$ cat src/rtl/sd_pkg.sv
// Shared response codes, FSM state encoding, frame lengths and a CRC7 step for the SD command PHY.
package sd_pkg;

  localparam logic [1:0] RESP_NONE = 2'd0;
  localparam logic [1:0] RESP_48   = 2'd1;
  localparam logic [1:0] RESP_136  = 2'd2;

  localparam logic [6:0] CRC7_POLY = 7'h09;

  localparam int FRAME_LEN_48  = 48;
  localparam int FRAME_LEN_136 = 136;

  typedef enum logic [2:0] {
    ST_IDLE,
    ST_TX,
    ST_TURN,
    ST_WAIT,
    ST_RX,
    ST_GAP
  } state_e;

  // One serial step of x^7+x^3+1, message bits fed MSB first.
  function automatic logic [6:0] crc7_step(input logic [6:0] crc, input logic din);
    logic fb;
    fb = din ^ crc[6];
    return {crc[5:0], 1'b0} ^ (fb ? CRC7_POLY : 7'h00);
  endfunction

endpackage

$ cat src/rtl/sd_crc7.sv
// Serial CRC7 accumulator (x^7+x^3+1), one bit per enabled cycle, MSB first.
// Latency: crc_out includes a bit the cycle after its en.
// Backpressure: none; clr has priority over en.
module sd_crc7
  import sd_pkg::*;
(
  input  logic       clk,
  input  logic       resetn,
  input  logic       en,
  input  logic       clr,
  input  logic       bit_in,
  output logic [6:0] crc_out
);

  logic [6:0] crc_q;

  always_ff @(posedge clk) begin
    if (!resetn) begin
      crc_q <= '0;
    end else if (clr) begin
      crc_q <= '0;
    end else if (en) begin
      crc_q <= crc7_step(crc_q, bit_in);
    end
  end

  assign crc_out = crc_q;

endmodule

$ cat src/rtl/sd_cmd_phy.sv
// SD CMD-line PHY: serialises one 48-bit command with CRC7, then captures the R1/R3/R6/R7/R2 response.
// Latency: first bit on the first sd_clk_en after accept; resp_valid on the last TX (type 0) or RX strobe.
// Backpressure: cmd_ready only in IDLE. Macro SD_RESP_CRC_CHK_EN enables the receive CRC check.
module sd_cmd_phy
  import sd_pkg::*;
#(
  parameter int NCR_MAX = 64,
  parameter int NCC_GAP = 8
) (
  input  logic         clk,
  input  logic         resetn,
  input  logic         sd_clk_en,
  input  logic         cmd_valid,
  output logic         cmd_ready,
  input  logic [5:0]   cmd_index,
  input  logic [31:0]  cmd_arg,
  input  logic [1:0]   resp_type,
  output logic         resp_valid,
  output logic [127:0] resp_data,
  output logic         resp_crc_err,
  output logic         resp_timeout,
  output logic         resp_end_err,
  output logic         sd_cmd_o,
  output logic         sd_cmd_oe,
  input  logic         sd_cmd_i
);

  localparam int CNT_W = 8;
  localparam logic [CNT_W-1:0] TX_LAST     = CNT_W'(FRAME_LEN_48 - 1);
  localparam logic [CNT_W-1:0] TX_CRC_AT   = CNT_W'(FRAME_LEN_48 - 8);
  localparam logic [CNT_W-1:0] RX48_LAST   = CNT_W'(FRAME_LEN_48 - 2);
  localparam logic [CNT_W-1:0] RX136_LAST  = CNT_W'(FRAME_LEN_136 - 2);
  localparam logic [CNT_W-1:0] TURN_LAST   = CNT_W'(1);
  localparam logic [CNT_W-1:0] NCR_LAST    = CNT_W'(NCR_MAX - 1);
  localparam logic [CNT_W-1:0] GAP_LAST    = CNT_W'(NCC_GAP - 1);

  state_e             state_q, state_d;
  logic [CNT_W-1:0]   cnt_q;
  logic [1:0]         type_q;
  logic [47:0]        tx_sh_q;
  logic [126:0]       rx_sh_q;
  logic [127:0]       rx_next;
  logic               drv_o_q, drv_oe_q;
  logic               resp_valid_q, crc_err_q, timeout_q, end_err_q;
  logic [127:0]       resp_data_q;

  logic               accept, r2, tx_done, rx_done, rx_start, ncr_expire;
  logic               tx_crc_en, rx_crc_bad;
  logic [6:0]         tx_crc;

  assign accept     = (state_q == ST_IDLE) && cmd_valid;
  assign r2         = (type_q == RESP_136);
  assign rx_next    = {rx_sh_q, sd_cmd_i};
  assign tx_done    = sd_clk_en && (state_q == ST_TX) && (cnt_q == TX_LAST);
  assign rx_done    = sd_clk_en && (state_q == ST_RX) && (cnt_q == (r2 ? RX136_LAST : RX48_LAST));
  assign rx_start   = sd_clk_en && (state_q == ST_WAIT) && !sd_cmd_i;
  assign ncr_expire = sd_clk_en && (state_q == ST_WAIT) && sd_cmd_i && (cnt_q == NCR_LAST);
  assign tx_crc_en  = sd_clk_en && (state_q == ST_TX) && (cnt_q < TX_CRC_AT);

  sd_crc7 u_tx_crc (
    .clk     (clk),
    .resetn  (resetn),
    .en      (tx_crc_en),
    .clr     (accept),
    .bit_in  (tx_sh_q[47]),
    .crc_out (tx_crc)
  );

`ifdef SD_RESP_CRC_CHK_EN
  logic       rx_crc_en;
  logic [6:0] rx_crc;

  // RX count k holds frame bit 46-k (48-bit) or 134-k (R2); only the CRC-covered span is fed.
  assign rx_crc_en = sd_clk_en && (state_q == ST_RX) &&
                     (r2 ? ((cnt_q >= CNT_W'(7)) && (cnt_q <= CNT_W'(126))) : (cnt_q <= CNT_W'(38)));

  sd_crc7 u_rx_crc (
    .clk     (clk),
    .resetn  (resetn),
    .en      (rx_crc_en),
    .clr     (rx_start),
    .bit_in  (sd_cmd_i),
    .crc_out (rx_crc)
  );

  // R3 reports index 6'h3F with a fixed 7'h7F CRC field, so it is exempt.
  assign rx_crc_bad = (rx_crc != rx_next[7:1]) && (r2 || (rx_next[45:40] != 6'h3F));
`else
  assign rx_crc_bad = 1'b0;
`endif

  always_ff @(posedge clk) begin
    if (!resetn) begin
      state_q <= ST_IDLE;
    end else begin
      state_q <= state_d;
    end
  end

  always_comb begin
    state_d = state_q;
    case (state_q)
      ST_IDLE: if (accept) state_d = ST_TX;
      ST_TX:   if (tx_done) state_d = (type_q == RESP_NONE) ? ST_GAP : ST_TURN;
      ST_TURN: if (sd_clk_en && (cnt_q == TURN_LAST)) state_d = ST_WAIT;
      ST_WAIT: begin
        if (rx_start)        state_d = ST_RX;
        else if (ncr_expire) state_d = ST_GAP;
      end
      ST_RX:   if (rx_done) state_d = ST_GAP;
      ST_GAP:  if (sd_clk_en && (cnt_q == GAP_LAST)) state_d = ST_IDLE;
      default: state_d = ST_IDLE;
    endcase
  end

  always_comb begin
    cmd_ready = (state_q == ST_IDLE);
  end

  always_ff @(posedge clk) begin
    if (!resetn) begin
      cnt_q    <= '0;
      type_q   <= RESP_NONE;
      tx_sh_q  <= '0;
      rx_sh_q  <= '0;
      drv_o_q  <= 1'b1;
      drv_oe_q <= 1'b0;
    end else begin
      if (state_d != state_q) begin
        cnt_q <= '0;
      end else if (sd_clk_en && (state_q != ST_IDLE)) begin
        cnt_q <= cnt_q + CNT_W'(1);
      end

      if (accept) begin
        type_q  <= (resp_type == 2'd3) ? RESP_48 : resp_type;
        tx_sh_q <= {2'b01, cmd_index, cmd_arg, 8'h00};
      end else if (sd_clk_en && (state_q == ST_TX)) begin
        // After the 40 payload bits the register is reloaded with CRC[5:0] and the end bit.
        if (cnt_q == TX_CRC_AT) tx_sh_q <= {tx_crc[5:0], 1'b1, 41'd0};
        else                    tx_sh_q <= {tx_sh_q[46:0], 1'b0};
      end

      if (sd_clk_en) begin
        if (state_q == ST_TX) begin
          drv_oe_q <= 1'b1;
          drv_o_q  <= (cnt_q == TX_CRC_AT) ? tx_crc[6] : tx_sh_q[47];
        end else begin
          drv_oe_q <= (state_d == ST_GAP);
          drv_o_q  <= 1'b1;
        end
      end

      if (rx_start) begin
        rx_sh_q <= '0;
      end else if (sd_clk_en && (state_q == ST_RX)) begin
        rx_sh_q <= rx_next[126:0];
      end
    end
  end

  always_ff @(posedge clk) begin
    if (!resetn) begin
      resp_valid_q <= 1'b0;
      resp_data_q  <= '0;
      crc_err_q    <= 1'b0;
      timeout_q    <= 1'b0;
      end_err_q    <= 1'b0;
    end else begin
      resp_valid_q <= 1'b0;
      if (tx_done && (type_q == RESP_NONE)) begin
        resp_valid_q <= 1'b1;
        resp_data_q  <= '0;
        crc_err_q    <= 1'b0;
        timeout_q    <= 1'b0;
        end_err_q    <= 1'b0;
      end else if (ncr_expire) begin
        resp_valid_q <= 1'b1;
        resp_data_q  <= '0;
        crc_err_q    <= 1'b0;
        timeout_q    <= 1'b1;
        end_err_q    <= 1'b0;
      end else if (rx_done) begin
        resp_valid_q <= 1'b1;
        resp_data_q  <= r2 ? rx_next : {90'd0, rx_next[45:8]};
        crc_err_q    <= rx_crc_bad;
        timeout_q    <= 1'b0;
        end_err_q    <= !sd_cmd_i;
      end
    end
  end

  assign resp_valid   = resp_valid_q;
  assign resp_data    = resp_data_q;
  assign resp_crc_err = crc_err_q;
  assign resp_timeout = timeout_q;
  assign resp_end_err = end_err_q;
  assign sd_cmd_o     = drv_o_q;
  assign sd_cmd_oe    = drv_oe_q;

endmodule
$ cat config.mk
export PLATFORM = sky130hd
export DESIGN_NAME = sd_cmd_phy
export DESIGN_NICKNAME = d
export VERILOG_FILES = /design/src/rtl/sd_pkg.sv /design/src/rtl/sd_crc7.sv /design/src/rtl/sd_cmd_phy.sv
export SDC_FILE = /design/constraint.sdc
export NUM_CORES = 1
export LEC_CHECK = 0
export CAP_MARGIN = 20
export CORE_ASPECT_RATIO = 0.5
export CORE_MARGIN = 4
export CORE_UTILIZATION = 50
export CTS_CLUSTER_SIZE = 40
export DETAILED_ROUTE_END_ITERATION = 6
export PLACE_DENSITY = 0.82
export SLEW_MARGIN = 40
export SYNTH_ARGS = -nofsm -noshare
export SYNTH_HDL_FRONTEND = slang
export SYNTH_SLANG_ARGS = --single-unit
$ cat constraint.sdc
create_clock -name clk -period 2.17 [get_ports clk]
set_input_delay 0.5425 -clock clk [delete_from_list [all_inputs] [get_ports clk]]
set_output_delay 0.5425 -clock clk [all_outputs]
set_load 0.005 [all_outputs]
==> impl_metrics.ini <==
[route]
viasPerCell = 5.53
wire_per_inst_um = 15.8
routed-via-count = 10889
drt_iter0_drc = 894
routed_wirelength_um = 31100
drc_errors = 0
detailedRoute.firstPassIterationCount = 6
postRouteAntennaNets = 0

[power_and_ir_drop]
total_leakage_power_uw = 0.00510
ir_worst_vdd_mv = 0.431
power_density_nw_per_um2 = 732
post-layout-total-power_uw = 11500

[placement]
dp_hpwl_um = 19800
placement.cell_area_sq_um = 14700
numPortBuffers = 178
globalplace.congestion = 0.910

[critical_path]
critPathLaunchType = flop
crit_arrival_ns = 1.56
cp_max_fo = 9
timing_worst_setup_path_type = reg2out
critPathRequiredTime_ns = 1.63
cp-end-kind = output pin

[clock_network]
cts_hold_repair.buffers = 0
clock_tree.root_cell = sky130_fd_sc_hd__clkbuf_16
cts_buffers = 27
cts_htree_levels = 1
cts_tree = yes
clkTransAtPathRegs_ns = 0.07
cts_sinks = 320
clock_insertion_delay_worst_skew_ns = 0.55
cts_max_path_buffers = 3

[grt]
grt_overflow_total = 0
global_route.usage.total_pct = 21.1
first_global_vias = 10383
grt_first_pass_wirelength_um = 50300
grt_start_max_net_pins = 129
grt_antenna_before_repair = 0

[finish]
insertedDiodeCount = 0
finish.instance_area_sq_um = 15700
fillCellCount = 2001
post_layout_nets = 1666
area_growth_syn_to_layout_pct = 25.9
share_of_layout_cells_above_drive_strength_1_pct = 9.55

[sta]
max_clock_freq_mhz = 476
rsz0062_at_grt = false
layout_worst_path_cycle_share_pct = 96.7
hold_viol = 0
timing.final.crit_period_ns = 2.10
timing.max_slew.rel_slack_pct = 54.3
finalClockSkew_ns = 0.0112
number_of_max_slew_violations_in_the_final_report = 0
finalSetupViolCount = 0
final.hold.worst_slack_ns = 0.451
fin_setup_tns_ns = 0
max_slew.worst_pin.slew_ns = 0.685

[logic_synthesis]
ys_async_sr_fraction_pct = 0
synthDominantAreaCellType = sky130_fd_sc_hd__dfxtp_1
netlist-cell-type-count = 56
dominantRegCellSynth = sky130_fd_sc_hd__dfxtp_1
synth-edff-count = 0
ys_ff_latch = 320
synthesized_netlist_net_count = 1534
netlist_top_cells_area = sky130_fd_sc_hd__dfxtp_1, sky130_fd_sc_hd__nand2_1, sky130_fd_sc_hd__a21oi_1, sky130_fd_sc_hd__nand3_1, sky130_fd_sc_hd__mux2i_1
synthesis.area_per_instance_sq_um = 8.41
number_of_warnings_issued_by_yosys = 0
yosysSeqAreaShare_pct = 51.3
syn_area_sq_um = 12500
synth_top_cell_area_share_pct = 51.3
synthCells = 1485

[outcome]
outcome = complete, no violations

[die]
starting_density_pct = 51.4
design.die.area_sq_um = 27700
chipWidth_um = 231
num_rows = 40
floorplan.core_area_sq_um = 24300
die_height_um = 120
top_level_ports = 180

[hold_path]
hold_path_class = reg2reg

[run]
drv.max_cap_violation_count = 0
-- logic make-up (layout without fill, tap and decap cells) --
group | after synthesis | count (layout) | synth area share [%]
other | 1 | 1 | 0.0300
xor gates and xnor gates | 9 | 9 | 0.631
adders and majority gates | 4 | 4 | 0.401
buffers and inverters | 141 | 289 | 5.49
DFF | 320 | 320 | 51.3
AOI/OAI and AO/OA | 326 | 326 | 16.6
muxes | 49 | 49 | 3.97
and+or+nand+nor | 635 | 635 | 21.6
-- sequential cells by signal, indices dropped and copies added, names as in the netlist --
signal	cells
state_q	3
tx_sh_q	40
u_tx_crc.crc_out	7
type_q	2
sd_cmd_oe	1
sd_cmd_o	1
resp_end_err	1
cnt_q	8
resp_valid	1
resp_data	128
rx_sh_q	127
resp_timeout	1
-- metrics by stage --
stage	util [%]	std cells	setup WS [ns]
6_report	64.8	1969	0.0707
5_1_grt	64.8	1969	0.00446
4_1_cts	64.2	1964	0.0303
3_5_place_dp	60.6	1919	-0.322
3_3_place_gp	60.6	1919	-0.242
2_1_floorplan	-	1485	0.194
-- per-layer routing --
metal | vias to the layer above | global-route usage [%] | part of all wire [%] | wire length, um
met5 | - | 0 | 0 | 0
met4 | 0 | 5.74 | 2.9 | 889
met3 | 70 | 4.13 | 5.1 | 1590
met2 | 317 | 37.7 | 50 | 15500
met1 | 5194 | 26.2 | 42 | 13100
li1 | 5308 | - | - | -
-- cell type report --
class,instances,area (sq um),share of cell area [%]
clock inverter,9,126,0.804
multi-input combinational,1024,5480,34.9
clock buffer,36,749,4.77
tap,336,420,2.67
inverter,7,26.3,0.167
sequential,320,6410,40.8
timing repair buffer,237,2510,16.0
-- power breakdown --
group          internal, uW  switching, uW  total (uW)  leakage [uW]
registers              5950           49.0        6000       0.00259
clock network          2770           2120        4890      0.000430
logic                   273            339         612       0.00208
total                  9000           2500       11500       0.00510
-- worst max-delay path, stage by stage, from the launching register on --
cell and delay [ns]:
sky130_fd_sc_hd__dfxtp_2 0.38, sky130_fd_sc_hd__or2_4 0.30, sky130_fd_sc_hd__nor2_2 0.11, sky130_fd_sc_hd__clkdlybuf4s15_2 0.23
-- layout by cell type (no fill, tap or decap), types with 2 or more instances in the layout --
| cell type | Yosys | final |
|---|---|---|
| sky130_fd_sc_hd__nor3_1 | 37 | 36 |
| sky130_fd_sc_hd__buf_12 | 0 | 14 |
| sky130_fd_sc_hd__dfxtp_1 | 320 | 318 |
| sky130_fd_sc_hd__buf_6 | 4 | 3 |
| sky130_fd_sc_hd__bufinv_16 | 0 | 3 |
| sky130_fd_sc_hd__nand3b_1 | 2 | 2 |
| sky130_fd_sc_hd__nand3_1 | 100 | 99 |
| sky130_fd_sc_hd__dfxtp_2 | 0 | 2 |
| sky130_fd_sc_hd__nor2_1 | 98 | 97 |
| sky130_fd_sc_hd__nor2b_1 | 4 | 2 |
| sky130_fd_sc_hd__xor2_1 | 5 | 5 |
| sky130_fd_sc_hd__and3_1 | 4 | 3 |
| sky130_fd_sc_hd__clkdlybuf4s50_1 | 0 | 177 |
| sky130_fd_sc_hd__buf_16 | 0 | 3 |
| sky130_fd_sc_hd__nand2b_1 | 4 | 3 |
| sky130_fd_sc_hd__nor2_2 | 1 | 2 |
| sky130_fd_sc_hd__ha_1 | 4 | 4 |
| sky130_fd_sc_hd__clkbuf_16 | 0 | 29 |
| sky130_fd_sc_hd__clkbuf_8 | 0 | 4 |
| sky130_fd_sc_hd__a211oi_1 | 9 | 9 |
| sky130_fd_sc_hd__inv_1 | 5 | 5 |
| sky130_fd_sc_hd__mux2i_1 | 45 | 45 |
| sky130_fd_sc_hd__clkbuf_1 | 62 | 5 |
| sky130_fd_sc_hd__nand2_1 | 364 | 364 |
| sky130_fd_sc_hd__o21ai_0 | 9 | 9 |
| sky130_fd_sc_hd__xnor2_1 | 4 | 4 |
| sky130_fd_sc_hd__nor2_4 | 2 | 2 |
| sky130_fd_sc_hd__a211oi_2 | 31 | 31 |
| sky130_fd_sc_hd__nand4_1 | 6 | 6 |
| sky130_fd_sc_hd__clkinv_2 | 0 | 4 |
| sky130_fd_sc_hd__mux2_1 | 4 | 4 |
| sky130_fd_sc_hd__a31oi_1 | 5 | 5 |
| sky130_fd_sc_hd__a21oi_1 | 227 | 227 |
| sky130_fd_sc_hd__buf_4 | 19 | 37 |
| sky130_fd_sc_hd__a32oi_1 | 2 | 2 |
| sky130_fd_sc_hd__a221oi_1 | 31 | 31 |
| sky130_fd_sc_hd__nor3_2 | 1 | 2 |
-- final timing paths --
kind	slack, ns	cells after the start	startpoint	endpoint
max	0.07	3	state_q[2]$_SDFF_PN0_	cmd_ready
min	0.45	2	resp_data[90]$_SDFFE_PP0P_	resp_data[90]$_SDFFE_PP0P_
max reg2reg	0.14	7	cnt_q[3]$_SDFFE_PP0P_	cnt_q[7]$_SDFFE_PP0P_
min reg2reg	0.45	2	resp_data[90]$_SDFFE_PP0P_	resp_data[90]$_SDFFE_PP0P_
-- synth_stat cells (2+ instances only) --
library cell               number
sky130_fd_sc_hd__nor4b_2        2
sky130_fd_sc_hd__a21oi_1      227
sky130_fd_sc_hd__nand4_1        6
sky130_fd_sc_hd__nand2_1      364
sky130_fd_sc_hd__nor2_4         2
sky130_fd_sc_hd__o21ai_0        9
sky130_fd_sc_hd__a221oi_1      31
sky130_fd_sc_hd__nor2b_1        4
sky130_fd_sc_hd__and3_1         4
sky130_fd_sc_hd__nand2b_1       4
sky130_fd_sc_hd__nand3_1      100
sky130_fd_sc_hd__buf_2         44
sky130_fd_sc_hd__nor2_1        98
sky130_fd_sc_hd__clkbuf_1      62
sky130_fd_sc_hd__xnor2_1        4
sky130_fd_sc_hd__buf_6          4
sky130_fd_sc_hd__buf_4         19
sky130_fd_sc_hd__xor2_1         5
sky130_fd_sc_hd__a211oi_1       9
sky130_fd_sc_hd__a32oi_1        2
sky130_fd_sc_hd__dfxtp_1      320
sky130_fd_sc_hd__buf_1          5
sky130_fd_sc_hd__a211oi_2      31
sky130_fd_sc_hd__mux2i_1       45
sky130_fd_sc_hd__nand2_2        2
sky130_fd_sc_hd__mux2_1         4
sky130_fd_sc_hd__inv_1          5
sky130_fd_sc_hd__nand3b_1       2
sky130_fd_sc_hd__nor3_1        37
sky130_fd_sc_hd__a31oi_1        5
sky130_fd_sc_hd__ha_1           4
-- timing repair --
item / CTS / global route
buffers inserted: 0 / 1
resized for setup: 7 / 8
endpoints found under the setup margin: 1 / 131
pin swaps: 0 / 1
gates cloned: 0 / 4
Power figures use the tool's default switching activity.
